$ cat src/rtl/memu_pkg.sv
`default_nettype none
// ============================================================================
// Package  : memu_pkg
// Brief    : Shared types, func3 encodings and access-legality helper for MEM.
// Revision : 1.0 - initial release
// ============================================================================
package memu_pkg;

    localparam int c_DATAWIDTH = 32;

    typedef enum logic [1:0] {
        ST_IDLE = 2'd0,
        ST_REQ  = 2'd1,
        ST_DONE = 2'd2
    } state_t;

    localparam logic [2:0] c_F3_LB  = 3'b000;
    localparam logic [2:0] c_F3_LH  = 3'b001;
    localparam logic [2:0] c_F3_LW  = 3'b010;
    localparam logic [2:0] c_F3_LBU = 3'b100;
    localparam logic [2:0] c_F3_LHU = 3'b101;
    localparam logic [2:0] c_F3_SB  = 3'b000;
    localparam logic [2:0] c_F3_SH  = 3'b001;
    localparam logic [2:0] c_F3_SW  = 3'b010;

    // Misaligned or unknown-size access; loads take priority if both flags are set.
    function automatic logic mem_access_exc(input logic       is_load,
                                            input logic       is_store,
                                            input logic [2:0] func3,
                                            input logic [1:0] off);
        logic exc;
        exc = 1'b0;
        if (is_load) begin
            case (func3)
                c_F3_LB, c_F3_LBU: exc = 1'b0;
                c_F3_LH, c_F3_LHU: exc = off[0];
                c_F3_LW:           exc = |off;
                default:           exc = 1'b1;
            endcase
        end else if (is_store) begin
            case (func3)
                c_F3_SB: exc = 1'b0;
                c_F3_SH: exc = off[0];
                c_F3_SW: exc = |off;
                default: exc = 1'b1;
            endcase
        end
        return exc;
    endfunction

endpackage
`default_nettype wire

$ cat src/rtl/memu_load_align.sv
`default_nettype none
// ============================================================================
// Module   : load_align
// Brief    : Selects the addressed byte/halfword of a load word and extends it.
// Revision : 1.0 - initial release
// ============================================================================
module load_align
    import memu_pkg::*;
(
    input  logic [c_DATAWIDTH-1:0] i_rdata,
    input  logic [1:0]             i_off,
    input  logic [2:0]             i_func3,
    output logic [c_DATAWIDTH-1:0] o_data
);

    logic [7:0]  w_byte;
    logic [15:0] w_half;

    assign w_byte = i_rdata[{i_off, 3'b000} +: 8];
    assign w_half = i_off[1] ? i_rdata[31:16] : i_rdata[15:0];

    always_comb begin
        o_data = i_rdata;
        case (i_func3)
            c_F3_LB:  o_data = {{24{w_byte[7]}}, w_byte};
            c_F3_LBU: o_data = {24'd0, w_byte};
            c_F3_LH:  o_data = {{16{w_half[15]}}, w_half};
            c_F3_LHU: o_data = {16'd0, w_half};
            default:  o_data = i_rdata;
        endcase
    end

endmodule
`default_nettype wire

$ cat src/rtl/memu.sv
`default_nettype none
// ============================================================================
// Module   : memu
// Brief    : MEM pipeline stage with single-outstanding data-memory access.
// Revision : 1.0 - initial release
// ============================================================================
module memu
    import memu_pkg::*;
#(
    parameter int DATAWIDTH = c_DATAWIDTH
) (
    input  logic                 clk,
    input  logic                 rst_n,
    input  logic                 es_to_ms_valid,
    output logic                 ms_allowin,
    input  logic [DATAWIDTH-1:0] es_alu_res,
    input  logic [DATAWIDTH-1:0] es_rs2_data,
    input  logic [2:0]           es_func3,
    input  logic                 es_L_type,
    input  logic                 es_S_type,
    input  logic [4:0]           es_rd,
    input  logic                 es_rf_we,
    input  logic                 ws_allowin,
    output logic                 ms_to_ws_valid,
    output logic                 ms_pipe_ready_go,
    output logic [4:0]           ms_rd,
    output logic                 ms_rf_we,
    output logic [DATAWIDTH-1:0] ms_wdata,
    output logic                 ms_mem_exc,
    output logic                 dmem_req,
    output logic                 dmem_we,
    output logic [DATAWIDTH-1:0] dmem_addr,
    output logic [3:0]           dmem_wstrb,
    output logic [DATAWIDTH-1:0] dmem_wdata,
    input  logic                 dmem_ack,
    input  logic [DATAWIDTH-1:0] dmem_rdata
);

    state_t                 r_state;
    state_t                 w_state_nxt;
    logic                   r_ms_valid;
    logic [DATAWIDTH-1:0]   r_alu_res;
    logic [DATAWIDTH-1:0]   r_rs2_data;
    logic [DATAWIDTH-1:0]   r_rdata;
    logic [2:0]             r_func3;
    logic                   r_l_type;
    logic                   r_s_type;
    logic [4:0]             r_rd;
    logic                   r_rf_we;
    logic                   r_exc;

    logic                   w_accept;
    logic                   w_es_exc;
    logic                   w_es_mem;
    logic                   w_in_req;
    logic [1:0]             w_off;
    logic [3:0]             w_wstrb;
    logic [DATAWIDTH-1:0]   w_sdata;
    logic [DATAWIDTH-1:0]   w_load_data;

    // Handshake: ready_go depends only on the state register, so no comb loop.
    assign w_in_req         = (r_state == ST_REQ);
    assign ms_pipe_ready_go = ~w_in_req;
    assign ms_allowin       = ~r_ms_valid | (ms_pipe_ready_go & ws_allowin);
    assign ms_to_ws_valid   = r_ms_valid & ms_pipe_ready_go;
    assign w_accept         = es_to_ms_valid & ms_allowin;

    assign w_es_exc = mem_access_exc(es_L_type, es_S_type, es_func3, es_alu_res[1:0]);
    assign w_es_mem = (es_L_type | es_S_type) & ~w_es_exc;

    always_comb begin
        w_state_nxt = r_state;
        case (r_state)
            ST_IDLE, ST_DONE: begin
                if (w_accept) begin
                    w_state_nxt = w_es_mem ? ST_REQ : ST_IDLE;
                end else if (ws_allowin) begin
                    w_state_nxt = ST_IDLE;
                end
            end
            ST_REQ: begin
                if (dmem_ack) begin
                    w_state_nxt = ST_DONE;
                end
            end
            default: w_state_nxt = ST_IDLE;
        endcase
    end

    always_ff @(posedge clk) begin
        if (!rst_n) begin
            r_state    <= ST_IDLE;
            r_ms_valid <= 1'b0;
            r_alu_res  <= '0;
            r_rs2_data <= '0;
            r_rdata    <= '0;
            r_func3    <= 3'd0;
            r_l_type   <= 1'b0;
            r_s_type   <= 1'b0;
            r_rd       <= 5'd0;
            r_rf_we    <= 1'b0;
            r_exc      <= 1'b0;
        end else begin
            r_state <= w_state_nxt;
            if (w_accept) begin
                r_ms_valid <= 1'b1;
                r_alu_res  <= es_alu_res;
                r_rs2_data <= es_rs2_data;
                r_func3    <= es_func3;
                r_l_type   <= es_L_type;
                r_s_type   <= es_S_type;
                r_rd       <= es_rd;
                r_rf_we    <= es_rf_we;
                r_exc      <= w_es_exc;
            end else if (ms_allowin) begin
                r_ms_valid <= 1'b0;
            end
            if (w_in_req && dmem_ack) begin
                r_rdata <= dmem_rdata;
            end
        end
    end

    assign w_off = r_alu_res[1:0];

    // Store lanes: narrow data is replicated so any strobed lane carries it.
    always_comb begin
        w_wstrb = 4'b0000;
        w_sdata = r_rs2_data;
        if (r_s_type) begin
            case (r_func3)
                c_F3_SB: begin
                    w_wstrb = 4'b0001 << w_off;
                    w_sdata = {4{r_rs2_data[7:0]}};
                end
                c_F3_SH: begin
                    w_wstrb = 4'b0011 << w_off;
                    w_sdata = {2{r_rs2_data[15:0]}};
                end
                default: begin
                    w_wstrb = 4'b1111;
                    w_sdata = r_rs2_data;
                end
            endcase
        end
    end

    assign dmem_req   = w_in_req;
    assign dmem_we    = w_in_req & r_s_type;
    assign dmem_addr  = w_in_req ? {r_alu_res[DATAWIDTH-1:2], 2'b00} : '0;
    assign dmem_wstrb = w_in_req ? w_wstrb : 4'b0000;
    assign dmem_wdata = w_in_req ? w_sdata : '0;

    load_align u_load_align (
        .i_rdata (r_rdata),
        .i_off   (w_off),
        .i_func3 (r_func3),
        .o_data  (w_load_data)
    );

    assign ms_rd      = r_rd;
    assign ms_rf_we   = r_rf_we & ~r_s_type & ~r_exc;
    assign ms_wdata   = r_l_type ? w_load_data : r_alu_res;
    assign ms_mem_exc = r_exc & ms_to_ws_valid;

endmodule
`default_nettype wire

$ cat config.mk
export PLATFORM = sky130hd
export DESIGN_NAME = memu
export DESIGN_NICKNAME = d
export VERILOG_FILES = /design/src/rtl/memu_pkg.sv /design/src/rtl/memu_load_align.sv /design/src/rtl/memu.sv
export SDC_FILE = /design/constraint.sdc
export NUM_CORES = 1
export LEC_CHECK = 0
export CELL_PAD_IN_SITES_DETAIL_PLACEMENT = 1
export CELL_PAD_IN_SITES_GLOBAL_PLACEMENT = 2
export CORE_MARGIN = 10
export CORE_UTILIZATION = 22
export DETAILED_ROUTE_END_ITERATION = 8
export PLACE_DENSITY = 0.77
export SYNTH_ARGS = -nofsm -noshare
export SYNTH_HDL_FRONTEND = slang
export SYNTH_SLANG_ARGS = --single-unit
export TNS_END_PERCENT = 10
$ cat constraint.sdc
create_clock -name clk -period 1.6 [get_ports clk]
set_input_delay 0.32 -clock clk [delete_from_list [all_inputs] [get_ports clk]]
set_output_delay 0.32 -clock clk [all_outputs]
set_load 0.01 [all_outputs]
==> results of run 1 <==
[cell usage after synthesis, types with 2 or more instances]
master	instances	area [sq um]
a211oi_1	8	60.06
buf_1	3	11.26
nand3_1	10	50.05
dfxtp_1	111	2222
nand3b_1	2	15.01
a31oi_1	3	18.77
buf_4	3	22.52
mux2i_1	10	100.1
a21oi_1	28	140.1
nor3_1	2	10.01
a41oi_1	7	61.31
nor2b_1	3	18.77
buf_2	20	100.1
a21boi_1	10	75.07
mux2_2	15	168.9
buf_6	4	45.04
nand2_1	267	1002
and2_1	41	256.5
and3_1	2	12.51
inv_1	4	15.01
nand2b_1	5	31.28
clkbuf_1	35	131.4
nor4_1	2	12.51
o22ai_1	9	56.30
a21boi_0	97	728.2
o21ai_0	4	20.02
or3b_1	2	17.52
o21a_1	3	22.52
a221o_1	15	150.1
nor2_1	24	90.09
[cell type report]
cell class | count | area [sq um] | share of cell area [%]
Sequential cell | 111 | 2241 | 22.84
Clock buffer | 9 | 225.2 | 2.296
Inverter | 5 | 27.53 | 0.2806
Antenna cell | 4 | 10.01 | 0.1020
Multi-Input combinational cell | 587 | 3592 | 36.62
Timing Repair Buffer | 363 | 3207 | 32.69
Tap cell | 335 | 419.2 | 4.273
Clock inverter | 7 | 87.58 | 0.8929
[cells in the final DEF (no fill, tap or decap), types with 4 or more instances in the layout]
master	n
buf_4	124
o22ai_1	9
dfxtp_4	4
and2_1	36
dlymetal6s2s_1	4
a41oi_2	4
nand3_1	10
diode_2	4
clkdlybuf4s15_2	11
nand2b_1	4
buf_12	17
mux2_2	14
a21oi_2	10
and2_4	5
a21oi_1	16
dlygate4sd2_1	7
clkdlybuf4s50_1	110
buf_2	66
nand2_1	266
a221o_1	15
mux2i_1	7
buf_6	23
a211oi_2	4
dfxtp_1	104
nor2_1	20
a21boi_0	85
a211oi_1	4
a21boi_1	21
clkbuf_16	9
nor2_4	5
[sequential cells by signal, indices dropped and copies added (netlist names), 2 cells and up]
register,flops
ms_rd,5
r_state,2
r_alu_res,32
r_rs2_data,32
r_rdata,32
r_func3,3
[worst max-delay path: cells and delay by family, from the launching register on]
kind            cells  cell delay [ns]
compound gates      2             0.61
simple gates        1             0.09
buf+inv             1             0.16
mux                 1             0.32
flops               1             0.41
[layer usage]
metal	part of all wire (%)	track usage [%]
met1	43	19.05
met2	47	27.58
met3	8.3	6.496
met4	1.3	3.648
met5	0.14	0
[repair_timing]
action,4_1_cts,5_1_grt
setup endpoints to repair,122,179
gates resized for setup,435,92
endpoints found under the hold margin,0,0
buffers inserted,10,1
cloned,1,0
pin swaps,11,19
[final timing paths]
| check | startpoint | endpoint | slack [ns] | cells after the start |
|---|---|---|---|---|
| max reg2reg | r_state[1] | r_func3[1] | 0.06 | 7 |
| min | es_to_ms_valid | r_ms_valid | 0.27 | 3 |
| max | r_alu_res[1] | ms_wdata[31] | -0.68 | 5 |
| min reg2reg | r_rf_we | r_rf_we | 0.46 | 2 |
[stage by stage]
step	utilization, %	cells	cell area, sq um
floorplan	-	767	5843
global placement	36.00	1391	9382
detailed placement	36.00	1391	9382
CTS	36.80	1418	9589
global route	37.61	1418	9802
finish	37.64	1421	9809
[cells by family (layout without fill, tap and decap cells)]
| group | Yosys count | after routing | share of synthesized area, % |
|---|---|---|---|
| and+or+nand+nor | 368 | 368 | 27.46 |
| AOI/OAI and AO/OA | 190 | 191 | 23.90 |
| DFF | 111 | 111 | 38.10 |
| buffers and inverters | 70 | 384 | 5.641 |
| muxes | 26 | 26 | 4.848 |
| other | 1 | 6 | 0.06429 |
[where the power goes]
| group | total, uW | internal (uW) | switching (uW) |
|---|---|---|---|
| logic | 1820 | 959 | 864 |
| clock network | 2470 | 1260 | 1210 |
| registers | 3040 | 2910 | 127 |
| total | 7340 | 5130 | 2200 |
==> impl_metrics.tcl, run 1 <==
set metrics [dict create \
    tns_ns -34.96 \
    grt_use_total_pct 16.32 \
    hold_viol 0 \
    avgSynthCellArea_sq_um 7.615 \
    power_leakage_uw 0.004038 \
    drv_cap 0 \
    slew_violations 0 \
    failed_checks "negative setup slack" \
    crit_chain "mux2i_4 > nor2_4 > o211a_4 > a211o_1 > buf_2" \
    max-vdd-ir-drop_mv 0.3769 \
    max_stage_delay_ns 0.41 \
    grt_max_degree 49 \
    htreeDepth 3 \
    fin_crit_sh_pct 142.3 \
    vias 6434 \
    syn-instance-count 766 \
    gp_congestion 0.8352 \
    fin_nets 1189 \
    fin_crit_ns 2.276 \
    clk_path_buf_depth 2 \
    drtIter0Drc 229 \
    areaGrowthSynthToFinish_pct 68.17 \
    pre_cts_ws_ns -0.7553 \
    async_flop_share_pct 0 \
    setup_slack_ns -0.6763 \
    fin_total_pwr_uw 7336 \
    ctsHoldBuffers 0 \
    core-area_sq_um 26060 \
    cts_buffers 9 \
    crit_type "flip-flop to primary output" \
    critPathMaxFanout 8 \
    synth_ff_type "dfxtp_1" \
    io_pins 224 \
    fp-row-count 59 \
    seq_area_frac_synth_pct 38.10 \
    io_buffers 221 \
    die_h_um 182.8 \
    yosys_warnings 0 \
    first_pass_iters 4 \
    clkLatencyLatePin_ns 0.37 \
    drcViolationCount 0 \
    hold-worst-slack_ns 0.2693 \
    dp_hpwl_um 21460 \
    grt_pass1_vias 7030 \
    antenna_left 0 \
    fmax_mhz 439.3 \
    rsz0062_at_grt "yes" \
    end_kind "primary output" \
    grt_pass1_wl_um 42520 \
    die_area_sq_um 33430 \
    hp-class "input pin to flip-flop" \
    drive_gt1_share_pct 30.78 \
    synth_edf_count 0 \
    n_fill_cell 3128 \
    synth_cell_types 47 \
    die_x_um 182.8 \
    cts_tree "yes" \
    wl_per_cell_um 19.93 \
    viasPerCell 4.528 \
    status "finished with violations" \
    cp.required_ns 1.28 \
    grt_overflow 0 \
    power_density_nw_per_um2 747.9 \
    crit_arrival_ns 1.96 \
    synth_seq_cells 111 \
    cts.sinks 111 \
    skew_ns 0.01231 \
    synthesis.area_sq_um 5833 \
    drt-total-wl_um 28320 \
    clk_pin_slew_ns 0.09 \
    cts_root_buf "clkbuf_16" \
    start_kind "flip-flop" \
    start_util_pct 22.38 \
    setup_violations 100 \
    grt_antenna_before_repair 7 \
    slowest_stage "dfxtp_4" \
]
Note: power is estimated with default switching activity, not from simulation.
==> inputs of run 2 (changes only) <==
--- a/config.mk
+++ b/config.mk
@@ -7,7 +7,7 @@
 export LEC_CHECK = 0
 export CELL_PAD_IN_SITES_DETAIL_PLACEMENT = 1
 export CELL_PAD_IN_SITES_GLOBAL_PLACEMENT = 2
-export CORE_MARGIN = 10
+export CORE_MARGIN = 4
 export CORE_UTILIZATION = 22
 export DETAILED_ROUTE_END_ITERATION = 8
 export PLACE_DENSITY = 0.77
==> constraint.sdc (replaced) <==
create_clock -name clk -period 1.6 [get_ports clk]
set_input_delay 0.24 -clock clk [delete_from_list [all_inputs] [get_ports clk]]
set_output_delay 0.24 -clock clk [all_outputs]
set_load 0.01 [all_outputs]
==> impl_metrics.tcl, run 2 (synthesized netlist as in run 1, its figures left out) <==
set metrics [dict create \
    status "finished with violations" \
    failed_checks "negative setup slack" \
    pre_cts_ws_ns -0.6739 \
    antenna_left 0 \
    grt_overflow 0 \
    max_stage_delay_ns 0.40 \
    fin_crit_sh_pct 144.6 \
    ctsHoldBuffers 0 \
    hold_viol 0 \
    setup_violations 143 \
    grt_pass1_vias 6952 \
    dp_hpwl_um 19790 \
    crit_arrival_ns 2.07 \
    hp-class "input pin to flip-flop" \
    die_h_um 170.8 \
    rsz0062_at_grt "yes" \
    drt-total-wl_um 26740 \
    drtIter0Drc 206 \
    cts.sinks 111 \
    end_kind "primary output" \
    fp-row-count 59 \
    power_density_nw_per_um2 737.9 \
    first_pass_iters 7 \
    fin_crit_ns 2.314 \
    io_pins 224 \
    clkLatencyLatePin_ns 0.37 \
    slowest_stage "dfxtp_4" \
    clk_path_buf_depth 2 \
    layout_common_cells "nand2_1 (264), clkdlybuf4s50_1 (115), buf_4 (104), dfxtp_1 (104), a21boi_0 (62)" \
    grt_pass1_wl_um 40500 \
    layout_commonest_cell "nand2_1" \
    n_fill_cell 3132 \
    die_area_sq_um 29180 \
    drive_gt1_share_pct 29.58 \
    start_kind "flip-flop" \
    multi_input_area_sq_um 3543 \
    io_buffers 221 \
    clk_pin_slew_ns 0.08 \
    vias 6483 \
    r2r_slack_ns -0.11 \
    core-area_sq_um 26060 \
    die_x_um 170.8 \
    reg_top3 "r_alu_res x32, r_rdata x32, r_rs2_data x32" \
    gp_congestion 0.8789 \
    startpoint "r_alu_res[1]" \
    htreeDepth 3 \
    slew_violations 0 \
    cp.required_ns 1.36 \
    hold-worst-slack_ns 0.1768 \
    cts_tree "yes" \
    drv_cap 0 \
    timing.rr.start "r_state[1]" \
    critPathMaxFanout 4 \
    skew_ns 0.01024 \
    area.sequential_sq_um 2238 \
    grt_max_degree 61 \
    max-vdd-ir-drop_mv 0.5505 \
    viasPerCell 4.595 \
    cp-endpoint "ms_wdata[24]" \
    wl_per_cell_um 18.95 \
    fin_nets 1182 \
    r2r-end "r_s_type" \
    grt_antenna_before_repair 8 \
    utilization_pct 37.33 \
    drcViolationCount 0 \
    tns_ns -33.58 \
    power_leakage_uw 0.003898 \
    crit_chain "mux2i_4 > nor3_4 > buf_4 > o211a_4 > buf_6 > a221o_1 > buf_2" \
    areaGrowthSynthToFinish_pct 66.77 \
    fin_total_pwr_uw 7179 \
    cts_buffers 9 \
    setup_slack_ns -0.7140 \
    start_util_pct 22.38 \
    reg2reg_depth 7 \
    cts_root_buf "clkbuf_16" \
    fmax_mhz 432.2 \
    crit_type "flip-flop to primary output" \
    grt_use_total_pct 17.98 \
]
## run 2: cell count changes in the layout (fill, tap and decap cells not counted), sizes merged, moves of 2 or more
cell and change:
clkdlybuf4s50 +5, diode -3, clkinv +2, buf -41
clkdlybuf4s15 +20, clkbuf +16, dlymetal6s2s -3, dlygate4sd2 -4
## run 2: worst max-delay path, delay by kind of cell, from the launching register on
family,cells,cell delay [ns]
compound gates,2,0.55
buf+inv,3,0.41
flops,1,0.40
mux,1,0.28
simple gates,1,0.06
## run 2: cell type report
type	count	share of cell area [%]
Antenna cell	1	0.02572
Clock buffer	9	2.315
Clock inverter	7	0.7460
Inverter	5	0.2701
Multi-Input combinational cell	587	36.42
Sequential cell	111	23.01
Tap cell	335	4.309
Timing Repair Buffer	356	32.90
## run 2: worst min-delay path by stage
stage | depth (start not counted) | startpoint | slack [ns] | end
after floorplan | 2 | es_alu_res[15] | 0.37 | r_alu_res[15]
after global placement | 2 | r_rf_we | 0.45 | r_rf_we
after detailed placement | 2 | r_rs2_data[22] | 0.46 | r_rs2_data[22]
after CTS | 2 | rst_n | 0.17 | r_ms_valid
after global routing | 2 | rst_n | 0.17 | r_ms_valid
final | 2 | rst_n | 0.18 | r_ms_valid
## run 2: report_power, final
part	switching, uW	total [uW]	internal (uW)
sequential	126	3040	2920
combinational	842	1760	918
clock	1270	2380	1110
## run 2: layer usage
metal | vias to the layer above | wire (um) | GRT usage, % | share of wire, %
li1 | 3186 | - | - | -
met1 | 3061 | 11110 | 21.16 | 42
met2 | 184 | 12900 | 31.77 | 48
met3 | 38 | 2077 | 5.776 | 7.8
met4 | 14 | 556 | 4.478 | 2.1
met5 | - | 99 | 0 | 0.37
## run 2: repair_timing
action	4_1_cts	5_1_grt
pin swaps	23	25
cloned	1	0
buffers inserted	12	6
setup endpoints to repair	212	185
resized for setup	414	78
## run 2: stage by stage
step	cell area (sq um)	std cells
global placement	9214	1377
finish	9728	1411
CTS	9699	1405
global route	9728	1411
detailed placement	9214	1377
floorplan	5843	767
